--- config.mk ---
export PLATFORM = sky130hd
export DESIGN_NAME = tt_um_unload_flat
export DESIGN_NICKNAME = d
export VERILOG_FILES = /design/src/rtl/tt_um_weights_pkg.sv /design/src/rtl/tt_um_unload_if.sv /design/src/rtl/tt_um_weight_col_mux.sv /design/src/rtl/tt_um_unload.sv /design/src/flat_wrapper.sv
export SDC_FILE = /design/constraint.sdc
export NUM_CORES = 1
export LEC_CHECK = 0
export BUFFER_PORTS_ARGS = -buffer_cell sky130_fd_sc_hd__buf_4
export CAP_MARGIN = 20
export CORE_MARGIN = 3
export CORE_UTILIZATION = 50
export DETAILED_ROUTE_END_ITERATION = 8
export PLACE_DENSITY = 0.76
export SLEW_MARGIN = 0
export SYNTH_ARGS = -nofsm -noshare
export SYNTH_HDL_FRONTEND = slang
export SYNTH_SLANG_ARGS = --single-unit
--- constraint.sdc ---
create_clock -name clk -period 2.2 [get_ports clk]
set_clock_uncertainty 0.05 [all_clocks]
set_input_delay 0.44 -clock clk [delete_from_list [all_inputs] [get_ports clk]]
set_output_delay 0.44 -clock clk [all_outputs]
set_load 0.05 [all_outputs]
--- src/rtl/tt_um_weights_pkg.sv ---
// Shared constants and types for the ternary weight unload path.
package tt_um_weights_pkg;

  localparam int MAX_IN_LEN_DEF  = 16;
  localparam int MAX_OUT_LEN_DEF = 8;

  localparam logic PHASE_MSB = 1'b0;
  localparam logic PHASE_LSB = 1'b1;

  // ui_param field bounds
  localparam int ROW_HI = 6;
  localparam int ROW_LO = 3;
  localparam int COL_HI = 2;
  localparam int COL_LO = 0;
  localparam int NROW_W = ROW_HI - ROW_LO + 1;

  typedef enum logic [1:0] {
    IDLE = 2'd0,
    MSB  = 2'd1,
    LSB  = 2'd2,
    FIN  = 2'd3
  } state_t;

endpackage

--- src/rtl/tt_um_unload_if.sv ---
// Output word stream of the weight unloader: valid/ready with phase and last tags.
interface tt_um_unload_if #(
  parameter int MAX_IN_LEN = 16
);

  logic [MAX_IN_LEN-1:0] uo_output;
  logic                  uo_valid;
  logic                  uo_phase;
  logic                  uo_last;
  logic                  ui_ready;

  modport master (
    output uo_output,
    output uo_valid,
    output uo_phase,
    output uo_last,
    input  ui_ready
  );

  modport slave (
    input  uo_output,
    input  uo_valid,
    input  uo_phase,
    input  uo_last,
    output ui_ready
  );

endinterface

--- src/rtl/tt_um_weight_col_mux.sv ---
// Selects one column / one bit-plane of the packed ternary weight array and
// masks rows above the last active row index.
module tt_um_weight_col_mux
  import tt_um_weights_pkg::*;
#(
  parameter int MAX_IN_LEN  = MAX_IN_LEN_DEF,
  parameter int MAX_OUT_LEN = MAX_OUT_LEN_DEF
) (
  input  logic [2*MAX_IN_LEN*MAX_OUT_LEN-1:0] snap,
  input  logic [((MAX_OUT_LEN > 1) ? $clog2(MAX_OUT_LEN) : 1)-1:0] col,
  input  logic                                phase,
  input  logic [NROW_W-1:0]                   nrow,
  output logic [MAX_IN_LEN-1:0]               word
);

  localparam int          W_BITS = 2 * MAX_IN_LEN * MAX_OUT_LEN;
  localparam int          IDX_W  = $clog2(W_BITS);
  localparam int unsigned N_COL  = MAX_OUT_LEN;

  logic [IDX_W-1:0] idx;

  // Bit r is the selected plane of w[r*MAX_OUT_LEN+col]; MSB plane is the upper bit of each pair.
  always_comb begin
    word = '0;
    idx  = '0;
    for (int unsigned r = 0; r < MAX_IN_LEN; r++) begin
      if ((r <= 32'(nrow)) && (32'(col) < N_COL)) begin
        idx     = IDX_W'(2 * (r * N_COL + 32'(col)) + 32'(phase == PHASE_MSB));
        word[r] = snap[idx];
      end
    end
  end

endmodule

--- src/rtl/tt_um_unload.sv ---
// Weight readback transmitter: snapshots the ternary weight array on start and
// streams it column by column as an MSB-plane word followed by an LSB-plane word.
module tt_um_unload
  import tt_um_weights_pkg::*;
#(
  parameter int MAX_IN_LEN  = MAX_IN_LEN_DEF,
  parameter int MAX_OUT_LEN = MAX_OUT_LEN_DEF
) (
  input  logic                                clk,
  input  logic                                rst_n,
  input  logic                                ena,
  input  logic                                ui_start,
  input  logic [6:0]                          ui_param,
  input  logic [2*MAX_IN_LEN*MAX_OUT_LEN-1:0] ui_weights,
  tt_um_unload_if.master                      out_if,
  output logic                                uo_busy,
  output logic                                uo_done
);

  localparam int COL_W  = (MAX_OUT_LEN > 1) ? $clog2(MAX_OUT_LEN) : 1;
  localparam int W_BITS = 2 * MAX_IN_LEN * MAX_OUT_LEN;

  state_t                  state;
  logic [W_BITS-1:0]       snap;
  logic [NROW_W-1:0]       nrow;
  logic [COL_W-1:0]        ncol;
  logic [COL_W-1:0]        col;
  logic [MAX_IN_LEN-1:0]   out_word;
  logic                    out_valid;
  logic                    out_phase;
  logic                    out_last;
  logic                    busy_q;
  logic                    done_q;

  logic [COL_W-1:0]        ncol_in;
  logic [W_BITS-1:0]       m_snap;
  logic [NROW_W-1:0]       m_nrow;
  logic [COL_W-1:0]        m_col;
  logic                    m_phase;
  logic [MAX_IN_LEN-1:0]   m_word;

  // Clamp the requested last column to the physical column count.
  always_comb begin
    if (32'(ui_param[COL_HI:COL_LO]) > 32'(MAX_OUT_LEN - 1))
      ncol_in = COL_W'(MAX_OUT_LEN - 1);
    else
      ncol_in = COL_W'(ui_param[COL_HI:COL_LO]);
  end

  // Mux operands describe the word of the state about to be entered, so the output
  // register can load it on the entry edge; from IDLE the snapshot is not yet
  // registered, hence the raw inputs are used.
  always_comb begin
    m_snap  = snap;
    m_nrow  = nrow;
    m_col   = col;
    m_phase = PHASE_MSB;
    case (state)
      IDLE: begin
        m_snap  = ui_weights;
        m_nrow  = ui_param[ROW_HI:ROW_LO];
        m_col   = '0;
        m_phase = PHASE_MSB;
      end
      MSB: begin
        m_col   = col;
        m_phase = PHASE_LSB;
      end
      LSB: begin
        m_col   = col + COL_W'(1);
        m_phase = PHASE_MSB;
      end
      default: ;
    endcase
  end

  tt_um_weight_col_mux #(
    .MAX_IN_LEN  (MAX_IN_LEN),
    .MAX_OUT_LEN (MAX_OUT_LEN)
  ) u_col_mux (
    .snap  (m_snap),
    .col   (m_col),
    .phase (m_phase),
    .nrow  (m_nrow),
    .word  (m_word)
  );

  // Stream FSM with snapshot, column counter and registered outputs; ena low freezes all.
  always_ff @(posedge clk or negedge rst_n) begin
    if (!rst_n) begin
      state     <= IDLE;
      snap      <= '0;
      nrow      <= '0;
      ncol      <= '0;
      col       <= '0;
      out_word  <= '0;
      out_valid <= 1'b0;
      out_phase <= PHASE_MSB;
      out_last  <= 1'b0;
      busy_q    <= 1'b0;
      done_q    <= 1'b0;
    end else if (ena) begin
      case (state)
        IDLE: begin
          done_q <= 1'b0;
          if (ui_start) begin
            snap      <= ui_weights;
            nrow      <= ui_param[ROW_HI:ROW_LO];
            ncol      <= ncol_in;
            col       <= '0;
            out_word  <= m_word;
            out_valid <= 1'b1;
            out_phase <= PHASE_MSB;
            out_last  <= 1'b0;
            busy_q    <= 1'b1;
            state     <= MSB;
          end
        end
        MSB: begin
          if (out_if.ui_ready) begin
            out_word  <= m_word;
            out_phase <= PHASE_LSB;
            out_last  <= (col == ncol);
            state     <= LSB;
          end
        end
        LSB: begin
          if (out_if.ui_ready) begin
            if (col == ncol) begin
              out_word  <= '0;
              out_valid <= 1'b0;
              out_phase <= PHASE_MSB;
              out_last  <= 1'b0;
              busy_q    <= 1'b0;
              done_q    <= 1'b1;
              state     <= FIN;
            end else begin
              col       <= col + COL_W'(1);
              out_word  <= m_word;
              out_phase <= PHASE_MSB;
              out_last  <= 1'b0;
              state     <= MSB;
            end
          end
        end
        FIN: begin
          done_q <= 1'b0;
          state  <= IDLE;
        end
        default: state <= IDLE;
      endcase
    end
  end

  assign out_if.uo_output = out_word;
  assign out_if.uo_valid  = out_valid;
  assign out_if.uo_phase  = out_phase;
  assign out_if.uo_last   = out_last;
  assign uo_busy          = busy_q;
  assign uo_done          = done_q;

endmodule

--- src/flat_wrapper.sv ---
// flat-port wrapper written by rule: the top's interface ports become plain ports
module tt_um_unload_flat import tt_um_weights_pkg::*;
#(
  parameter int MAX_IN_LEN  = MAX_IN_LEN_DEF,
  parameter int MAX_OUT_LEN = MAX_OUT_LEN_DEF
)
  (clk, rst_n, ena, ui_start, ui_param, ui_weights, uo_busy, uo_done, out_if_uo_output, out_if_uo_valid, out_if_uo_phase, out_if_uo_last, out_if_ui_ready);
  tt_um_unload_if #(.MAX_IN_LEN(MAX_IN_LEN)) out_if_i ();
  input  logic clk;
  input  logic rst_n;
  input  logic ena;
  input  logic ui_start;
  input  logic [6:0] ui_param;
  input  logic [2*MAX_IN_LEN*MAX_OUT_LEN-1:0] ui_weights;
  output logic uo_busy;
  output logic uo_done;
  output wire logic [$bits(out_if_i.uo_output)-1:0] out_if_uo_output;
  output wire logic [$bits(out_if_i.uo_valid)-1:0] out_if_uo_valid;
  output wire logic [$bits(out_if_i.uo_phase)-1:0] out_if_uo_phase;
  output wire logic [$bits(out_if_i.uo_last)-1:0] out_if_uo_last;
  input wire logic [$bits(out_if_i.ui_ready)-1:0] out_if_ui_ready;
  assign out_if_uo_output = out_if_i.uo_output;
  assign out_if_uo_valid = out_if_i.uo_valid;
  assign out_if_uo_phase = out_if_i.uo_phase;
  assign out_if_uo_last = out_if_i.uo_last;
  assign out_if_i.ui_ready = out_if_ui_ready;
  tt_um_unload #(.MAX_IN_LEN(MAX_IN_LEN), .MAX_OUT_LEN(MAX_OUT_LEN)) u_core (.clk(clk), .rst_n(rst_n), .ena(ena), .ui_start(ui_start), .ui_param(ui_param), .ui_weights(ui_weights), .out_if(out_if_i), .uo_busy(uo_busy), .uo_done(uo_done));
endmodule
==> results.yml, run 1 <==
final_layout:
  finalCoreUtilization: 0.699
  nFillCells: 2035
  area_growth_pct: 35.5
  final_layout_size_suffix_gt1_frac: 0.687
  finalInstanceArea_um2: 21000
  fin_nets: 1670
timing:
  hold_viol: 0
  rsz0062_at_grt: "yes"
  finalSetupViolCount: 16
  slew_violations: 0
  fin_crit_ns: 2.45
  fmax_mhz: 408
  setup_ws_ns: -0.254
  fin_crit_sh: 1.12
  worst_pin_slew_ns: 0.534
  max_slew_margin: 0.640
yosys:
  postSynthCellCount: 1000
  synth_edf_count: 0
  async_flop_share: 1.00
  ys_types: 62
  synth_warnings: 0
  syn-cell-area_um2: 15500
  syn-num-nets: 1274
  seq_area_frac_synth: 0.464
  ys.flop_type: "dfrtp_1"
  ys_ff_latch: 288
  ys_top_cells_by_area: "dfrtp_1, mux2_2, mux4_2"
  yosysTopAreaCell: "dfrtp_1"
  synth_top_area_frac: 0.464
  avgSynthCellArea_um2: 15.5
clocking:
  clk-insertion-delay-late_ns: 0.50
  numCtsBuffers: 34
  clkTransAtPathRegs_ns: 0.06
  clockRootBuffer: "clkbuf_16"
  cts_sinks: 288
  tritoncts: "built"
  htree_levels: 2
  clockBufferDepth: 3
power_and_ir_drop:
  p_int_w: 0.0221
  p_sw_w: 0.0112
  pwr-share-comb: 0.551
  vdd_drop_max_v: 0.000716
  power.clock.fraction: 0.170
  p_leak_nw: 9.17
  p_per_area_nw_per_um2: 1580
  seqPwrFrac: 0.280
  p_sw_frac: 0.336
drt:
  drt_iter0_markers: 533
  drc_errors: 0
  drtAntennaViolNets: 0
  route.vias.total: 10900
  viasPerCell: 6.02
  totalWireLength_um: 43300
  wire_per_inst_um: 23.9
  dr.pass1.iters: 5
global_routing:
  antenna_found_initial: 1
  grt_pass1_wl_um: 65800
  grt_pass1_vias: 11700
  grt_max_degree: 65
  grt_overflow: 0
  grt_usage: 0.253
min_path:
  hold_class: "in -> reg"
  holdPathEnd: "u_core.snap[197]"
  hold_start: "ui_weights[197]"
  hold_path_depth: 2
placed_design:
  pre_cts_ws_ns: -0.273
  gp_congestion: 0.836
  dpl.hpwl_um: 30800
  port_buffers: 288
  dpl_cell_area_um2: 19100
setup_path:
  reg2regPathDepth: 8
  end_kind: "flop"
  critPathLaunchType: "flop"
  r2r_end: "u_core.out_if.uo_output[0]"
  r2r_slack_ns: -0.25
  criticalPathCategory: "reg -> reg"
  r2r-start: "u_core.state[1]"
  critical_path_required_ns: 2.54
  crit_fanout: 7
  critical_path_arrival_ns: 2.80
flow_run:
  drv_cap: 0
die:
  rows: 63
  initial_core_util: 0.516
  dieHeight_um: 182
  io_pins: 289
  core_um2: 30100
  die-area_um2: 33200
  die_width_um: 182
status:
  violations: "negative setup slack"
  outcome: "complete, but fails checks"
how the worst max path moves through the flow:
stage,start,to,slack [ns],cells past startpoint
final,u_core.state[1],u_core.out_if.uo_output[0],-0.25,8
after global routing,u_core.state[1],u_core.out_if.uo_output[0],-0.32,8
after CTS,u_core.state[0],u_core.out_if.uo_output[0],-0.19,8
after detailed placement,u_core.state[1],u_core.out_if.uo_output[0],-0.27,8
after global placement,u_core.state[1],u_core.out_if.uo_output[0],-0.25,8
after floorplan,u_core.state[1],u_core.out_if.uo_output[11],-0.06,9
layout by cell type, fill, tap and decap left out, drive strengths merged, types with 4 or more instances in the layout:
cell type	Yosys	layout
buf	70	438
dfrtp	288	288
mux2	282	282
mux4	128	128
clkbuf	11	51
nand2	25	25
mux2i	20	20
o21ai	18	18
and3	16	16
a211oi	14	14
o22ai	11	11
a221oi	10	10
a32o	9	9
inv	7	8
a22oi	6	6
o21a	6	6
o211ai	6	6
clkinv	0	6
ha	6	6
a22o	5	5
nand3	5	5
a21oi	5	5
nand2b	5	5
o31ai	5	5
and2	4	4
nor2b	4	4
xor2	4	4
o41ai	4	4
layout make-up:
| type | instances | area, um^2 | share of cell area |
|---|---|---|---|
| tap | 390 | 488 | 0.0232 |
| sequential | 288 | 7210 | 0.343 |
| timing repair buffer | 441 | 4080 | 0.194 |
| inverter | 7 | 26.3 | 0.00125 |
| clock buffer | 49 | 1020 | 0.0484 |
| clock inverter | 9 | 103 | 0.00488 |
| antenna | 1 | 2.50 | 0.000119 |
| multi-input combinational | 624 | 8120 | 0.386 |
power by group through the flow:
stage	clock network, W	logic, W	registers [W]
after global routing	0.00597	0.0194	0.00955
after CTS	0.00574	0.0175	0.00925
final	0.00566	0.0183	0.00931
after global placement	0	0.0158	0.00911
after floorplan	0	0.0112	0.00935
after detailed placement	0	0.0161	0.00931
registers in the layout, indices dropped and copies added, names as in the netlist:
register                 cells
u_core.snap                256
u_core.out_if.uo_output     16
u_core.nrow                  4
u_core.col                   3
u_core.ncol                  3
u_core.state                 2
u_core.out_if.uo_last        1
u_core.out_if.uo_phase       1
u_core.out_if.uo_valid       1
u_core.uo_done               1
cell usage after synthesis, types with 6 or more instances:
library cell  count
ha_1              6
clkbuf_1         11
a211oi_1         13
buf_6             9
buf_4            11
and3_1           16
o21a_1            6
a221oi_1          8
o21ai_1           7
o21ai_0          11
mux2_2          282
buf_2            42
mux4_1           12
dfrtp_1         288
a32o_1            9
inv_1             7
nand2_1          23
mux2i_1          18
o22ai_1           9
o211ai_1          6
mux4_2          116
worst max-delay path: stages, from the launching register on:
cell,delay [ns]
dfrtp_1,0.39
inv_2,0.08
ha_4,0.26
buf_12,0.18
buf_12,0.14
mux4_2,0.51
a22oi_2,0.16
o211ai_1,0.23
a32o_1,0.33
metrics by stage:
stage / setup TNS [ns] / cells / total power, W / hold WS (ns)
2_1_floorplan: -0.698 / 1000 / 0.0205 / 0.0944
3_3_place_gp: -2.42 / 1712 / 0.0249 / 0.343
3_5_place_dp: -3.19 / 1712 / 0.0254 / 0.341
4_1_cts: -2.19 / 1793 / 0.0325 / 0.104
5_1_grt: -4.04 / 1809 / 0.0350 / 0.108
6_report: -2.95 / 1809 / 0.0333 / 0.123
per-layer routing:
| layer | wire, um | vias to the layer above | GRT usage | part of all wire |
|---|---|---|---|---|
| met4 | 1560 | 0 | 0.0929 | 0.036 |
| met2 | 21400 | 335 | 0.416 | 0.49 |
| met3 | 2120 | 99 | 0.0363 | 0.049 |
| li1 | - | 4760 | - | - |
| met1 | 18200 | 5693 | 0.346 | 0.42 |
| met5 | 0 | - | 0 | 0 |
timing repair:
item	CTS	global route
hold endpoints to repair	44	0
pin swaps	22	20
cloned	4	2
resized for setup	55	50
hold buffers	1	0
setup endpoints to repair	17	20
setup buffers	18	18
cells by family (layout without fill, tap and decap cells):
logic type      count (synthesis)  count (layout)  share of synthesized area
simple gates                   69              69                     0.0247
compound gates                115             115                     0.0610
other cells                     0               1                          0
xor+xnor                        4               4                    0.00226
buf+inv                        88             506                     0.0369
flops                         288             288                      0.464
fa+ha+maj                       6               6                    0.00483
mux                           430             430                      0.406
Note: power is estimated with default switching activity, not from simulation.
==> inputs of run 2 (changes only) <==
--- a/config.mk
+++ b/config.mk
@@ -9,9 +9,10 @@
 export CAP_MARGIN = 20
 export CORE_MARGIN = 3
 export CORE_UTILIZATION = 50
+export CTS_BUF_LIST = sky130_fd_sc_hd__clkbuf_8
 export DETAILED_ROUTE_END_ITERATION = 8
-export PLACE_DENSITY = 0.76
-export SLEW_MARGIN = 0
+export PLACE_DENSITY = 0.74
+export SLEW_MARGIN = 30
 export SYNTH_ARGS = -nofsm -noshare
 export SYNTH_HDL_FRONTEND = slang
 export SYNTH_SLANG_ARGS = --single-unit
==> results.yml, run 2 (synthesis gave the netlist of run 1 again) <==
timing:
  hold_viol: 0
  slew_violations: 0
  rsz0062_at_grt: "yes"
  worst_pin_slew_ns: 0.628
  fin_crit_sh: 1.10
  fin_crit_ns: 2.41
  setup_ws_ns: -0.214
  finalSetupViolCount: 16
  max_slew_margin: 0.580
  fmax_mhz: 414
power_and_ir_drop:
  p_sw_w: 0.0112
  p_leak_nw: 9.22
  seqPwrFrac: 0.283
  p_int_w: 0.0215
  p_sw_frac: 0.342
  pwr-share-comb: 0.570
  power.clock.fraction: 0.147
  p_per_area_nw_per_um2: 1560
  vdd_drop_max_v: 0.000821
  fin_total_pwr_w: 0.0327
die:
  die_width_um: 182
  initial_core_util: 0.516
  rows: 63
  io_pins: 289
  core_um2: 30100
  die-area_um2: 33200
  dieHeight_um: 182
setup_path:
  critical_path_arrival_ns: 2.81
  end_kind: "flop"
  criticalPathCategory: "reg -> reg"
  crit_fanout: 7
  critical_path_required_ns: 2.60
  critPathLaunchType: "flop"
placed_design:
  port_buffers: 288
  gp_congestion: 0.837
  dpl.hpwl_um: 30500
  pre_cts_ws_ns: -0.312
global_routing:
  antenna_found_initial: 1
  grt_pass1_vias: 11400
  grt_max_degree: 67
  grt_pass1_wl_um: 64900
  grt_overflow: 0
  grt_usage: 0.252
final_layout:
  area_growth_pct: 35.0
  final_cell_mix: "buf_4, dfrtp_1, mux2_2"
  fin_nets: 1693
  final_layout_size_suffix_gt1_frac: 0.692
  final_common_cell: "buf_4"
  largest_reg_flops: 256
  finalCoreUtilization: 0.696
  max_flop_register: "u_core.snap"
drt:
  drtAntennaViolNets: 0
  drt_iter0_markers: 625
  dr.pass1.iters: 5
  wire_per_inst_um: 23.0
  viasPerCell: 5.85
  totalWireLength_um: 42500
  route.vias.total: 10800
  drc_errors: 0
clocking:
  tritoncts: "built"
  clkTransAtPathRegs_ns: 0.06
  htree_levels: 2
  numCtsBuffers: 51
  cts_sinks: 288
  clockBufferDepth: 3
  clockRootBuffer: "clkbuf_8"
  clk-insertion-delay-late_ns: 0.58
min_path:
  hold_class: "in -> reg"
flow_run:
  drv_cap: 0
status:
  violations: "negative setup slack"
  outcome: "complete, but fails checks"
## run 2: cell types whose count changed in the layout (fill, tap and decap cells not counted), sizes merged
cell / delta
clkinvlp: +2
bufbuf: +1
clkbuf: +13
inv: +20
buf: +7
bufinv: -2
clkinv: -3
## run 2: critical path: stages, from the launching register on
cell and delay [ns]:
dfrtp_1 0.36, inv_2 0.07, ha_4 0.20, buf_6 0.15, or3b_4 0.41, nand2_8 0.13, buf_12 0.16, buf_12 0.16
mux2i_4 0.26, o21ai_2 0.10, a32o_1 0.25
## run 2: per-layer routing
metal / GRT usage / wire length [um] / vias to the layer above
met1: 0.350 / 18100 / 5613
met2: 0.409 / 20700 / 320
met5: 0 / 0 / -
met4: 0.0667 / 986 / 0
met3: 0.0538 / 2710 / 68
li1: - / - / 4807
## run 2: power groups by stage
| stage | sequential, W | clock (W) | combinational [W] |
|---|---|---|---|
| after floorplan | 0.00935 | 0 | 0.0112 |
| after global placement | 0.00910 | 0 | 0.0159 |
| after detailed placement | 0.00929 | 0 | 0.0162 |
| after CTS | 0.00920 | 0.00490 | 0.0181 |
| after global routing | 0.00951 | 0.00517 | 0.0198 |
| final | 0.00924 | 0.00479 | 0.0186 |
## run 2: what timing repair did
action / CTS / global route
hold endpoints to repair: 58 / 0
pin swaps: 17 / 21
endpoints found under the setup margin: 78 / 95
hold buffers: 1 / 0
setup buffers: 21 / 18
gates resized for setup: 77 / 38
gates cloned: 6 / 0
## run 2: worst paths after layout
kind	slack (ns)	start	cells past startpoint	endpoint
worst min register to register	0.43	u_core.out_if.uo_last	2	u_core.out_if.uo_last
worst max register to register	-0.21	u_core.state[0]	10	u_core.out_if.uo_output[1]
worst max-delay path	-0.21	u_core.state[0]	10	u_core.out_if.uo_output[1]
worst min-delay path	0.05	ui_weights[171]	2	u_core.snap[171]
min in group asynchronous	0.35	rst_n	2	u_core.snap[82]
max in group asynchronous	0.98	rst_n	3	u_core.snap[234]
## run 2: area by class of cell
cell class	instances	area [um^2]
fill	2083	9150
multi-input combinational	624	8190
sequential	288	7210
timing repair buffer	447	4060
clock buffer	64	881
tap	390	488
clock inverter	26	114
inverter	7	26.3
antenna	1	2.50
## run 2: stage by stage
stage / area, um^2 / setup TNS [ns] / hold slack (ns) / std cells
final: 21000 / -2.32 / 0.0519 / 1847
after global routing: 21000 / -3.76 / 0.0136 / 1846
after floorplan: 15700 / -0.698 / 0.0944 / 1000
after detailed placement: 19000 / -3.83 / 0.401 / 1713
after global placement: 19000 / -3.33 / 0.396 / 1713
after CTS: 20700 / -2.29 / 0.0159 / 1831
==> inputs of run 3 (changes only) <==
--- a/config.mk
+++ b/config.mk
@@ -16,3 +16,4 @@
 export SYNTH_ARGS = -nofsm -noshare
 export SYNTH_HDL_FRONTEND = slang
 export SYNTH_SLANG_ARGS = --single-unit
+export TNS_END_PERCENT = 1
==> results.yml, run 3 (synthesis gave the netlist of run 1 again) <==
global_routing:
  met3_usage: 0.0488
  grt_max_degree: 58
  grt_use_met2: 0.418
  grt_pass1_wl_um: 66500
  top_usage_layer: "met2"
  grt_pass1_vias: 11800
  antenna_found_initial: 1
  grtUsageMet1: 0.354
  grt_usage: 0.257
  grt_overflow: 0
final_layout:
  final_cell_mix: "buf_4, dfrtp_1, mux2_2"
  finalCoreUtilization: 0.683
  max_flop_register: "u_core.snap"
  final_layout_size_suffix_gt1_frac: 0.665
  fin_nets: 1671
  finalInstanceArea_um2: 20600
  final_common_cell: "buf_4"
  largest_reg_flops: 256
  area_growth_pct: 32.4
power_and_ir_drop:
  p_leak_nw: 9.04
  p_int_w: 0.0208
  power.clock.fraction: 0.154
  vdd_drop_max_v: 0.000975
  p_per_area_nw_per_um2: 1540
  pwr-share-comb: 0.552
  seqPwrFrac: 0.294
  p_sw_frac: 0.343
  p_sw_w: 0.0109
clocking:
  clockBufferDepth: 3
  tritoncts: "built"
  clk-insertion-delay-late_ns: 0.57
  clockRootBuffer: "clkbuf_8"
  cts_sinks: 288
  numCtsBuffers: 50
  clkTransAtPathRegs_ns: 0.06
  htree_levels: 2
die:
  rows: 63
  die_width_um: 182
  dieHeight_um: 182
  die-area_um2: 33200
  core_um2: 30100
  io_pins: 289
  initial_core_util: 0.516
timing:
  finalSetupViolCount: 17
  setup_tns_ns: -2.91
  fin_crit_sh: 1.10
  fin_crit_ns: 2.42
  setup_ws_ns: -0.219
  hold_viol: 0
  slew_violations: 0
  max_slew_margin: 0.556
  rsz0062_at_grt: "yes"
  worst_pin_slew_ns: 0.664
  fmax_mhz: 413
drt:
  drtAntennaViolNets: 0
  wire_per_inst_um: 23.5
  drt_iter0_markers: 620
  totalWireLength_um: 42900
  dr.pass1.iters: 5
  viasPerCell: 5.90
  route.vias.total: 10800
  drc_errors: 0
setup_path:
  critPathLaunchType: "flop"
  critical_path_required_ns: 2.59
  criticalPathCategory: "reg -> reg"
  end_kind: "flop"
  crit_path_start: "u_core.state[1]"
  cp-endpoint: "u_core.out_if.uo_output[0]"
  r2r-start: "u_core.state[1]"
  critical_path_arrival_ns: 2.81
  reg2regPathDepth: 10
  r2r_slack_ns: -0.22
  r2r_end: "u_core.out_if.uo_output[0]"
  crit_fanout: 8
placed_design:
  dpl_cell_area_um2: 19000
  dpl.hpwl_um: 31700
  port_buffers: 288
  gp_congestion: 0.822
min_path:
  hold_class: "in -> reg"
status:
  violations: "negative setup slack"
  outcome: "complete, but fails checks"
flow_run:
  drv_cap: 0
-- run 3: cell types whose count changed in the layout (fill, tap and decap cells not counted), sizes merged --
cell and change:
diode +2, bufbuf -1, inv +3, bufinv +1, clkinvlp -1, buf -21
-- run 3: power groups by stage --
stage | Combinational [W] | Sequential (W) | Clock [W]
after CTS | 0.0172 | 0.00927 | 0.00497
final | 0.0175 | 0.00932 | 0.00488
after global placement | 0.0158 | 0.00912 | 0
after global routing | 0.0186 | 0.00958 | 0.00523
after floorplan | 0.0110 | 0.00935 | 0
after detailed placement | 0.0162 | 0.00935 | 0
-- run 3: area by class of cell --
class                   count  area, um^2
repair buffers            426        3850
inverters                   7        26.3
clock inverters            29         143
diodes                      3        7.51
flip-flops and latches    288        7210
fillers                  2141        9540
multi-input cells         624        7980
clock buffers              63         867
well taps                 390         488
-- run 3: per-stage QoR --
stage                     instances  setup slack [ns]  power, W  hold slack (ns)
after floorplan                1000           -0.0684    0.0204           0.0944
after global placement         1712            -0.223    0.0249            0.365
after detailed placement       1712            -0.248    0.0255            0.365
after CTS                      1824            -0.201    0.0314           0.0290
after global routing           1828            -0.280    0.0334           0.0353
final                          1830            -0.219    0.0317           0.0554
-- run 3: repair_timing --
| item | CTS | global route |
|---|---|---|
| gates resized for setup | 40 | 23 |
| pin swaps | 12 | 16 |
| hold buffers | 1 | 0 |
| endpoints found under the setup margin | 17 | 18 |
| cloned | 2 | 1 |
| endpoints found under the hold margin | 50 | 0 |
| buffers inserted | 17 | 2 |
-- run 3: worst min-delay path by stage --
| stage | start | to | cells after the start |
|---|---|---|---|
| 3_5_place_dp | rst_n | u_core.snap[38] | 1 |
| 2_1_floorplan | rst_n | u_core.col[0] | 0 |
| 3_3_place_gp | rst_n | u_core.snap[38] | 1 |
| 5_1_grt | ui_weights[149] | u_core.snap[149] | 2 |
| 6_report | ui_weights[37] | u_core.snap[37] | 2 |
| 4_1_cts | ui_weights[149] | u_core.snap[149] | 2 |
-- run 3: worst max-delay path, stage by stage, from the launching register on --
cell and delay, ns:
dfrtp_1 0.38, inv_2 0.07, ha_4 0.22, buf_12 0.17, or3b_4 0.39, nand2_4 0.12, buf_12 0.14, buf_12 0.14
mux2i_4 0.22, o21ai_2 0.12, a32o_1 0.27
-- run 3: per-layer routing --
| metal | vias up | part of all wire |
|---|---|---|
| met5 | - | 0 |
| met2 | 344 | 0.50 |
| met3 | 75 | 0.062 |
| li1 | 4744 | - |
| met1 | 5640 | 0.41 |
| met4 | 0 | 0.028 |
